[config.mk]
export PLATFORM = sky130hd
export DESIGN_NAME = s2p_framer_flat
export DESIGN_NICKNAME = d
export VERILOG_FILES = /design/src/rtl/s2p_framer_if.sv /design/src/rtl/s2p_framer.sv /design/src/flat_wrapper.sv
export SDC_FILE = /design/constraint.sdc
export NUM_CORES = 1
export LEC_CHECK = 0
export CORE_MARGIN = 5
export CORE_UTILIZATION = 55
export CTS_BUF_LIST = sky130_fd_sc_hd__clkbuf_8
export CTS_CLUSTER_SIZE = 8
export DETAILED_ROUTE_END_ITERATION = 12
export PLACE_DENSITY = 0.9
export SYNTH_ARGS = -nofsm -noshare
export SYNTH_HDL_FRONTEND = slang
export SYNTH_SLANG_ARGS = --single-unit
[constraint.sdc]
create_clock -name clk -period 5.55 [get_ports clk]
set_clock_uncertainty 0.2 [all_clocks]
set_input_delay 0.555 -clock clk [delete_from_list [all_inputs] [get_ports clk]]
set_output_delay 0.555 -clock clk [all_outputs]
set_load 0.05 [all_outputs]
[src/rtl/s2p_framer_if.sv]
// Word-side bundle of the serial-to-parallel framer: bit strobe inputs, output word handshake and status.
// master = the framer, slave = link front end plus word consumer.
interface s2p_framer_if #(
  parameter int DATA_WIDTH  = 64,
  parameter int COUNT_WIDTH = 16
);
  logic                   enable;
  logic                   serial_in;
  logic                   out_ready;
  logic                   ovr_clr;
  logic [DATA_WIDTH-1:0]  data_out;
  logic                   data_valid;
  logic                   overrun;
  logic                   parity_err;
  logic [COUNT_WIDTH-1:0] word_count;

  modport master (
    input  enable, serial_in, out_ready, ovr_clr,
    output data_out, data_valid, overrun, parity_err, word_count
  );

  modport slave (
    output enable, serial_in, out_ready, ovr_clr,
    input  data_out, data_valid, overrun, parity_err, word_count
  );
endinterface

[src/rtl/s2p_framer.sv]
// Serial-to-parallel framer (optional parity bit via S2P_PARITY_EN); word valid right after its last bit, no inter-frame gap.
// Backpressure: a completed word meeting an unaccepted held word is dropped and sets sticky overrun.
module s2p_framer #(
  parameter int DATA_WIDTH  = 64,
  parameter bit LSB_FIRST   = 1'b1,
  parameter int COUNT_WIDTH = 16,
  parameter bit PARITY_ODD  = 1'b0
) (
  input  logic          clk,
  input  logic          rst,
  s2p_framer_if.master  bus
);
  localparam int CW = $clog2(DATA_WIDTH);

`ifdef S2P_PARITY_EN
  typedef enum logic {ST_DATA = 1'b0, ST_PARITY = 1'b1} state_e;
`else
  typedef enum logic [0:0] {ST_DATA = 1'b0} state_e;
`endif

  state_e                 state_q, state_d;
  logic [CW-1:0]          bit_cnt_q, bit_cnt_d;
  logic [DATA_WIDTH-1:0]  sreg_q, sreg_d;
  logic [DATA_WIDTH-1:0]  data_q, data_d;
  logic                   vld_q, vld_d;
  logic                   ovr_q, ovr_d;
  logic [COUNT_WIDTH-1:0] cnt_q, cnt_d;
  logic                   word_evt;
  logic [DATA_WIDTH-1:0]  word_w;
`ifdef S2P_PARITY_EN
  logic                   perr_q, perr_d;
`endif

  always_comb begin
    state_d   = state_q;
    bit_cnt_d = bit_cnt_q;
    sreg_d    = sreg_q;
    data_d    = data_q;
    vld_d     = vld_q;
    ovr_d     = ovr_q;
    cnt_d     = cnt_q;
    word_evt  = 1'b0;
    word_w    = sreg_q;
`ifdef S2P_PARITY_EN
    perr_d    = perr_q;
`endif

    if (vld_q && bus.out_ready) vld_d = 1'b0;
    if (bus.ovr_clr) ovr_d = 1'b0;

    if (bus.enable) begin
      case (state_q)
        ST_DATA: begin
          if (LSB_FIRST) sreg_d[bit_cnt_q] = bus.serial_in;
          else           sreg_d = {sreg_q[DATA_WIDTH-2:0], bus.serial_in};
          if (bit_cnt_q == CW'(DATA_WIDTH - 1)) begin
            bit_cnt_d = '0;
`ifdef S2P_PARITY_EN
            state_d   = ST_PARITY;
`else
            word_evt  = 1'b1;
            word_w    = sreg_d;
`endif
          end else begin
            bit_cnt_d = bit_cnt_q + CW'(1);
          end
        end
`ifdef S2P_PARITY_EN
        ST_PARITY: begin
          word_evt = 1'b1;
          word_w   = sreg_q;
          state_d  = ST_DATA;
        end
`endif
        default: state_d = ST_DATA;
      endcase
    end

    // A load in the same edge as an accept keeps data_valid high (seamless hand-over).
    if (word_evt) begin
      sreg_d = '0;
      if (!vld_q || bus.out_ready) begin
        data_d = word_w;
        vld_d  = 1'b1;
        cnt_d  = cnt_q + COUNT_WIDTH'(1);
`ifdef S2P_PARITY_EN
        perr_d = ((^word_w) ^ bus.serial_in) != PARITY_ODD;
`endif
      end else begin
        ovr_d = 1'b1;
      end
    end
  end

  always_ff @(posedge clk or posedge rst) begin
    if (rst) begin
      state_q   <= ST_DATA;
      bit_cnt_q <= '0;
      sreg_q    <= '0;
      data_q    <= '0;
      vld_q     <= 1'b0;
      ovr_q     <= 1'b0;
      cnt_q     <= '0;
`ifdef S2P_PARITY_EN
      perr_q    <= 1'b0;
`endif
    end else begin
      state_q   <= state_d;
      bit_cnt_q <= bit_cnt_d;
      sreg_q    <= sreg_d;
      data_q    <= data_d;
      vld_q     <= vld_d;
      ovr_q     <= ovr_d;
      cnt_q     <= cnt_d;
`ifdef S2P_PARITY_EN
      perr_q    <= perr_d;
`endif
    end
  end

  assign bus.data_out   = data_q;
  assign bus.data_valid = vld_q;
  assign bus.overrun    = ovr_q;
  assign bus.word_count = cnt_q;
`ifdef S2P_PARITY_EN
  assign bus.parity_err = perr_q;
`else
  assign bus.parity_err = PARITY_ODD & 1'b0;
`endif
endmodule

[src/flat_wrapper.sv]
// flat-port wrapper written by rule: the top's interface ports become plain ports
module s2p_framer_flat 
#(
  parameter int DATA_WIDTH  = 64,
  parameter bit LSB_FIRST   = 1'b1,
  parameter int COUNT_WIDTH = 16,
  parameter bit PARITY_ODD  = 1'b0
)
  (clk, rst, bus_enable, bus_serial_in, bus_out_ready, bus_ovr_clr, bus_data_out, bus_data_valid, bus_overrun, bus_parity_err, bus_word_count);
  s2p_framer_if #(.DATA_WIDTH(DATA_WIDTH), .COUNT_WIDTH(COUNT_WIDTH)) bus_i ();
  input  logic clk;
  input  logic rst;
  input wire logic [$bits(bus_i.enable)-1:0] bus_enable;
  input wire logic [$bits(bus_i.serial_in)-1:0] bus_serial_in;
  input wire logic [$bits(bus_i.out_ready)-1:0] bus_out_ready;
  input wire logic [$bits(bus_i.ovr_clr)-1:0] bus_ovr_clr;
  output wire logic [$bits(bus_i.data_out)-1:0] bus_data_out;
  output wire logic [$bits(bus_i.data_valid)-1:0] bus_data_valid;
  output wire logic [$bits(bus_i.overrun)-1:0] bus_overrun;
  output wire logic [$bits(bus_i.parity_err)-1:0] bus_parity_err;
  output wire logic [$bits(bus_i.word_count)-1:0] bus_word_count;
  assign bus_i.enable = bus_enable;
  assign bus_i.serial_in = bus_serial_in;
  assign bus_i.out_ready = bus_out_ready;
  assign bus_i.ovr_clr = bus_ovr_clr;
  assign bus_data_out = bus_i.data_out;
  assign bus_data_valid = bus_i.data_valid;
  assign bus_overrun = bus_i.overrun;
  assign bus_parity_err = bus_i.parity_err;
  assign bus_word_count = bus_i.word_count;
  s2p_framer #(.DATA_WIDTH(DATA_WIDTH), .LSB_FIRST(LSB_FIRST), .COUNT_WIDTH(COUNT_WIDTH), .PARITY_ODD(PARITY_ODD)) u_core (.clk(clk), .rst(rst), .bus(bus_i));
endmodule
==> results.json, run 1 <==
{
  "reg2reg_slack_ps": 2270,
  "grt_usage": 0.207,
  "finish.utilization": 0.649,
  "path_cells": "ha_1 -> and2_1 -> and4_4 -> buf_4 -> nor2_1 -> a21oi_1",
  "synth_top_cell_by_area": "dfrtp_1",
  "post-dp-hpwl_mm": 9.77,
  "htree_levels": 4,
  "yosysWarnings": 0,
  "finalSetupViolCount": 0,
  "viasPerCell": 5.79,
  "port_buffers": 87,
  "syn_nets": 754,
  "io_pins": 89,
  "antenna_left": 0,
  "start_util": 0.555,
  "synth_top_area_frac": 0.522,
  "grt_antenna_before_repair": 0,
  "die_x_um": 125,
  "crit_type": "flip-flop to flip-flop",
  "synth.area.top_cells": "dfrtp_1 (52%), mux2i_1 (8.8%), o221ai_1 (6.7%)",
  "holdCritStartpoint": "u_core.bus.word_count[15]",
  "fin_nets": 807,
  "mostFrequentLayoutCell": "dfrtp_1",
  "slowest_delay_ps": 940,
  "outcome": "finished clean",
  "die_h_um": 125,
  "grt_overflow": 0,
  "cts_buffer_depth": 2,
  "layout_common_cells": "dfrtp_1 (152), clkdlybuf4s50_1 (85), nor2_1 (72), nand2_1 (70), nand3_1 (65)",
  "async_flop_share": 1.00,
  "maxCapViolCount": 0,
  "finalPower_mw": 3.86,
  "hold_buffers": 0,
  "hold_depth": 1,
  "final_max_slew_viol_count": 0,
  "crit_arrival_ps": 3460,
  "rsz0062_at_grt": "false",
  "fin_crit_sh": 0.591,
  "critPathMaxFanout": 99,
  "layout-drive-gt1-share": 0.0677,
  "leakagePower_nw": 3.97,
  "seq_area_frac_synth": 0.522,
  "syn2layout_area_growth_pct": 17.0,
  "critPathBufInv": 1,
  "gp_congestion": 0.761,
  "required_ps": 5720,
  "crit_family": "simple AND/OR/NAND/NOR gates",
  "synth_area_mm2": 0.00729,
  "power.density_mw_per_mm2": 453,
  "hold_ws_ps": 272,
  "slowest_stage": "and4_4",
  "avgRoutedWirePerCell_um": 16.3,
  "fp-row-count": 42,
  "synth_cell_types": 33,
  "grt_pass1_wl_mm": 27.0,
  "synth_cells": 746,
  "via_count": 5717,
  "ys_ff_latch": 152,
  "slew_headroom": 0.294,
  "grt_max_degree": 106,
  "min-delay-path-class": "flip-flop to flip-flop",
  "peakVddDrop_mv": 0.195,
  "cts_setup_buffers": 0,
  "cp-end-kind": "flip-flop",
  "clk_pin_slew_ps": 80,
  "grt_pass1_vias": 5332,
  "crit_path_start_kind": "flip-flop",
  "drtPass1Iterations": 5,
  "synth_edf_count": 0,
  "insertion_delay_ps": 460,
  "cts_buffers": 17,
  "finalHoldViolations": 0,
  "finalWirelength_mm": 16.1,
  "dieArea_mm2": 0.0157,
  "max_freq_mhz": 305,
  "postSynthAreaPerCell_um2": 9.77,
  "cts_tree": "done",
  "root_buffer": "clkbuf_8",
  "initialDrtViolationCount": 555,
  "ys.flop_type": "dfrtp_1",
  "finalSetupTns_ps": 0,
  "cts.sinks": 152,
  "rr_worst_depth": 6,
  "num_antenna_cells": 0,
  "holdPathEnd": "u_core.bus.word_count[15]",
  "reg2reg_from": "u_core.bit_cnt_q[1]",
  "period_minus_slack_ps": 3280,
  "fp.coreArea_mm2": 0.0131,
  "worst_pin_slew_ps": 1060,
  "cts_resized": 0,
  "drcViolationCount": 0,
  "r2r-end": "u_core.bus.data_out[21]"
}
-- synth_stat cells, types with 2 or more instances --
master      n
a21oi_1    64
mux2_2      3
nand2_1    71
nand4_1     6
nor3b_2     6
ha_1        2
buf_4       5
buf_2      31
xnor2_1    17
inv_1      65
and2_1      2
nand3_1    65
and3b_1     6
dfrtp_1   152
o221ai_1   56
and3_1      5
and4_1      5
mux2i_1    64
clkbuf_1   20
nor3_2      2
o21ai_0    15
nor2_1     72
buf_6       2
-- power breakdown --
| group | total [mW] | internal (mW) | switching, mW |
|---|---|---|---|
| clock network | 0.845 | 0.413 | 0.432 |
| registers | 1.63 | 1.39 | 0.243 |
| logic | 1.39 | 0.490 | 0.898 |
-- state kept, by name, summed over array words and instances (netlist names) --
| register | cells |
|---|---|
| u_core.bus.data_out | 64 |
| u_core.sreg_q | 64 |
| u_core.bus.word_count | 16 |
| u_core.bit_cnt_q | 6 |
| u_core.bus.data_valid | 1 |
| u_core.bus.overrun | 1 |
-- worst reg2reg max path, stage by stage, from the launching register on --
cell and delay (ps):
dfrtp_1 560, ha_1 230, and2_1 490, and4_4 940, buf_4 550, nor2_1 100, a21oi_1 130
-- through the flow --
stage	area (µm²)	std cells	worst slack, ps
final	8530	988	2270
after CTS	8530	988	2290
after global placement	8130	956	2340
after global routing	8530	988	1990
after floorplan	7290	746	702
after detailed placement	8130	956	2300
-- cells by family (layout without fill, tap and decap cells) --
logic type | after synthesis | in the layout | synth area share
buf+inv | 123 | 189 | 0.0733
other cells | 1 | 1 | 0.000515
fa+ha+maj | 2 | 2 | 0.00343
compound gates | 140 | 140 | 0.127
xor+xnor | 18 | 18 | 0.0216
mux | 67 | 67 | 0.0925
simple gates | 243 | 243 | 0.159
flops | 152 | 152 | 0.522
-- worst max-delay path by stage --
stage / cells after the start / startpoint / endpoint / slack (ps)
finish: 6 / u_core.bit_cnt_q[1] / u_core.bus.data_out[21] / 2270
global route: 6 / u_core.bit_cnt_q[1] / u_core.bus.data_out[21] / 1990
CTS: 6 / u_core.bit_cnt_q[1] / u_core.bus.data_out[15] / 2290
detailed placement: 6 / bus_enable / u_core.bus.data_out[15] / 2300
global placement: 6 / bus_enable / u_core.bus.data_out[14] / 2340
floorplan: 1 / rst / u_core.bit_cnt_q[0] / 700
-- layer usage --
metal  routed length (µm)  track usage  vias up
li1                     -            -     2702
met1                 7140        0.299     2760
met2                 7500        0.310      231
met3                 1210       0.0576       24
met4                  248       0.0568        0
met5                    0            0        -
-- final cells by class --
type	count	area, µm²
Clock inverter	14	149
Tap cell	176	220
Sequential cell	152	3800
Inverter	65	249
Clock buffer	18	248
Fill cell	1007	4610
Multi-Input combinational cell	471	2960
Timing Repair Buffer	92	898
No activity file was read; power rests on OpenSTA's default activity.
==> inputs of run 2 (changes only) <==
--- a/config.mk
+++ b/config.mk
@@ -6,11 +6,11 @@
 export NUM_CORES = 1
 export LEC_CHECK = 0
 export CORE_MARGIN = 5
-export CORE_UTILIZATION = 55
+export CORE_UTILIZATION = 52
 export CTS_BUF_LIST = sky130_fd_sc_hd__clkbuf_8
 export CTS_CLUSTER_SIZE = 8
 export DETAILED_ROUTE_END_ITERATION = 12
-export PLACE_DENSITY = 0.9
+export PLACE_DENSITY = 0.89
 export SYNTH_ARGS = -nofsm -noshare
 export SYNTH_HDL_FRONTEND = slang
 export SYNTH_SLANG_ARGS = --single-unit
==> constraint.sdc (replaced) <==
create_clock -name clk -period 2.64 [get_ports clk]
set_clock_uncertainty 0.2 [all_clocks]
set_input_delay 0.264 -clock clk [delete_from_list [all_inputs] [get_ports clk]]
set_output_delay 0.264 -clock clk [all_outputs]
set_load 0.05 [all_outputs]
==> run 2 against run 1 <==
  * Routed wire length is 7.5% higher
  * Core utilization is 1.7 points lower
  * Via count is 2.2% higher
  * Global-route usage is 1.2 points higher
  * Largest cell class unchanged
  * Non-clock buffer count is 15 higher
==> results.json, run 2 (synthesis results as in run 1) <==
{
  "outcome": "finished clean",
  "finish.utilization": 0.633,
  "fp.coreArea_mm2": 0.0138,
  "initialDrtViolationCount": 553,
  "cp-end-kind": "flip-flop",
  "rsz0062_at_grt": "false",
  "drtPass1Iterations": 7,
  "layout-drive-gt1-share": 0.0798,
  "post-dp-hpwl_mm": 11.2,
  "insertion_delay_ps": 450,
  "peakVddDrop_mv": 0.427,
  "use_met2": 0.344,
  "grt_pass1_vias": 5786,
  "num_antenna_cells": 0,
  "final_max_slew_viol_count": 0,
  "critical_path.startpoint": "u_core.bit_cnt_q[0]",
  "fillers": 1085,
  "grt_use_met3": 0.0540,
  "fin_crit_sh": 0.888,
  "cts_setup_buffers": 0,
  "max_freq_mhz": 427,
  "cts_tree": "done",
  "clk_pin_slew_ps": 90,
  "fp-row-count": 43,
  "slew_headroom": 0.596,
  "finalSetupViolCount": 0,
  "holdCritStartpoint": "bus_serial_in",
  "drcViolationCount": 0,
  "dp.cells": 974,
  "port_buffers": 87,
  "critPathMaxFanout": 61,
  "cts_buffer_depth": 2,
  "post-place-ws_ps": 342,
  "cts.sinks": 152,
  "root_buffer": "clkbuf_8",
  "period_minus_slack_ps": 2340,
  "htree_levels": 4,
  "crit_path_start_kind": "flip-flop",
  "io_pins": 89,
  "fin_nets": 822,
  "crit_type": "flip-flop to flip-flop",
  "grt_pass1_wl_mm": 29.1,
  "reg2reg_from": "u_core.bit_cnt_q[0]",
  "avgRoutedWirePerCell_um": 17.2,
  "cts_buffers": 17,
  "die_h_um": 128,
  "hold_buffers": 1,
  "syn2layout_area_growth_pct": 20.0,
  "top_usage_layer": "met2",
  "crit_arrival_ps": 2520,
  "finalSetupTns_ps": 0,
  "layout_common_cells": "dfrtp_1 (152), clkdlybuf4s50_1 (85), nor2_1 (72), nand2_1 (70), inv_1 (67)",
  "grt_antenna_before_repair": 0,
  "mostFrequentLayoutCell": "dfrtp_1",
  "via_count": 5840,
  "finalWirelength_mm": 17.3,
  "viasPerCell": 5.80,
  "layout.cells.non_filler": 1007,
  "power.density_mw_per_mm2": 946,
  "grt_overflow": 0,
  "required_ps": 2820,
  "leakagePower_nw": 4.08,
  "finalHoldViolations": 0,
  "gp_congestion": 0.786,
  "worst_pin_slew_ps": 605,
  "start_util": 0.527,
  "grt_max_degree": 62,
  "dieArea_mm2": 0.0165,
  "die_x_um": 128,
  "min-delay-path-class": "primary input to flip-flop",
  "antenna_left": 0,
  "grt_usage": 0.219,
  "fin_ws_ps": 297,
  "maxCapViolCount": 0,
  "grtUsageMet1": 0.298,
  "cts_resized": 0
}
-- run 2: stage by stage --
stage / area, µm² / total power, mW / hold slack [ps]
global route: 8750 / 8.73 / 83.6
finish: 8750 / 8.27 / 93.1
CTS: 8750 / 8.30 / 73.2
global placement: 8330 / 6.31 / 261
floorplan: 7290 / 5.49 / 163
detailed placement: 8330 / 6.45 / 284
-- run 2: routing by layer --
metal | wire, µm | part of all wire
met4 | 398 | 0.023
met5 | 0 | 0
met3 | 1110 | 0.064
met2 | 8380 | 0.48
met1 | 7420 | 0.43
-- run 2: final timing paths --
kind                                             end  slack, ps  cells past startpoint
setup / recovery             u_core.bus.data_out[43]        300                      6
hold / removal               u_core.bus.data_out[49]         90                      3
setup reg to reg             u_core.bus.data_out[43]        300                      6
hold reg to reg            u_core.bus.word_count[15]        290                      1
max in group asynchronous          u_core.sreg_q[55]        950                      5
min in group asynchronous     u_core.bus.data_out[7]        540                      3
-- run 2: layout make-up --
| class | count | area [µm²] | area share |
|---|---|---|---|
| sequential | 152 | 3800 | 0.435 |
| multi-input combinational | 471 | 2960 | 0.339 |
| timing repair buffer | 107 | 1100 | 0.126 |
| clock buffer | 18 | 248 | 0.0283 |
| inverter | 65 | 248 | 0.0283 |
| tap | 180 | 225 | 0.0257 |
| clock inverter | 14 | 160 | 0.0183 |
-- run 2: power breakdown --
group / internal, mW / leakage, nW / switching (mW)
Combinational: 1.08 / 1.80 / 1.92
Clock: 0.949 / 0.208 / 0.884
Sequential: 2.91 / 2.08 / 0.526
Total: 4.94 / 4.08 / 3.33
-- run 2: critical path, cell delays in order, from the launching register on --
cell,delay [ps]
dfrtp_1,590
ha_1,230
and2_1,220
and4_4,500
buf_12,290
nor2_1,70
a21oi_1,140
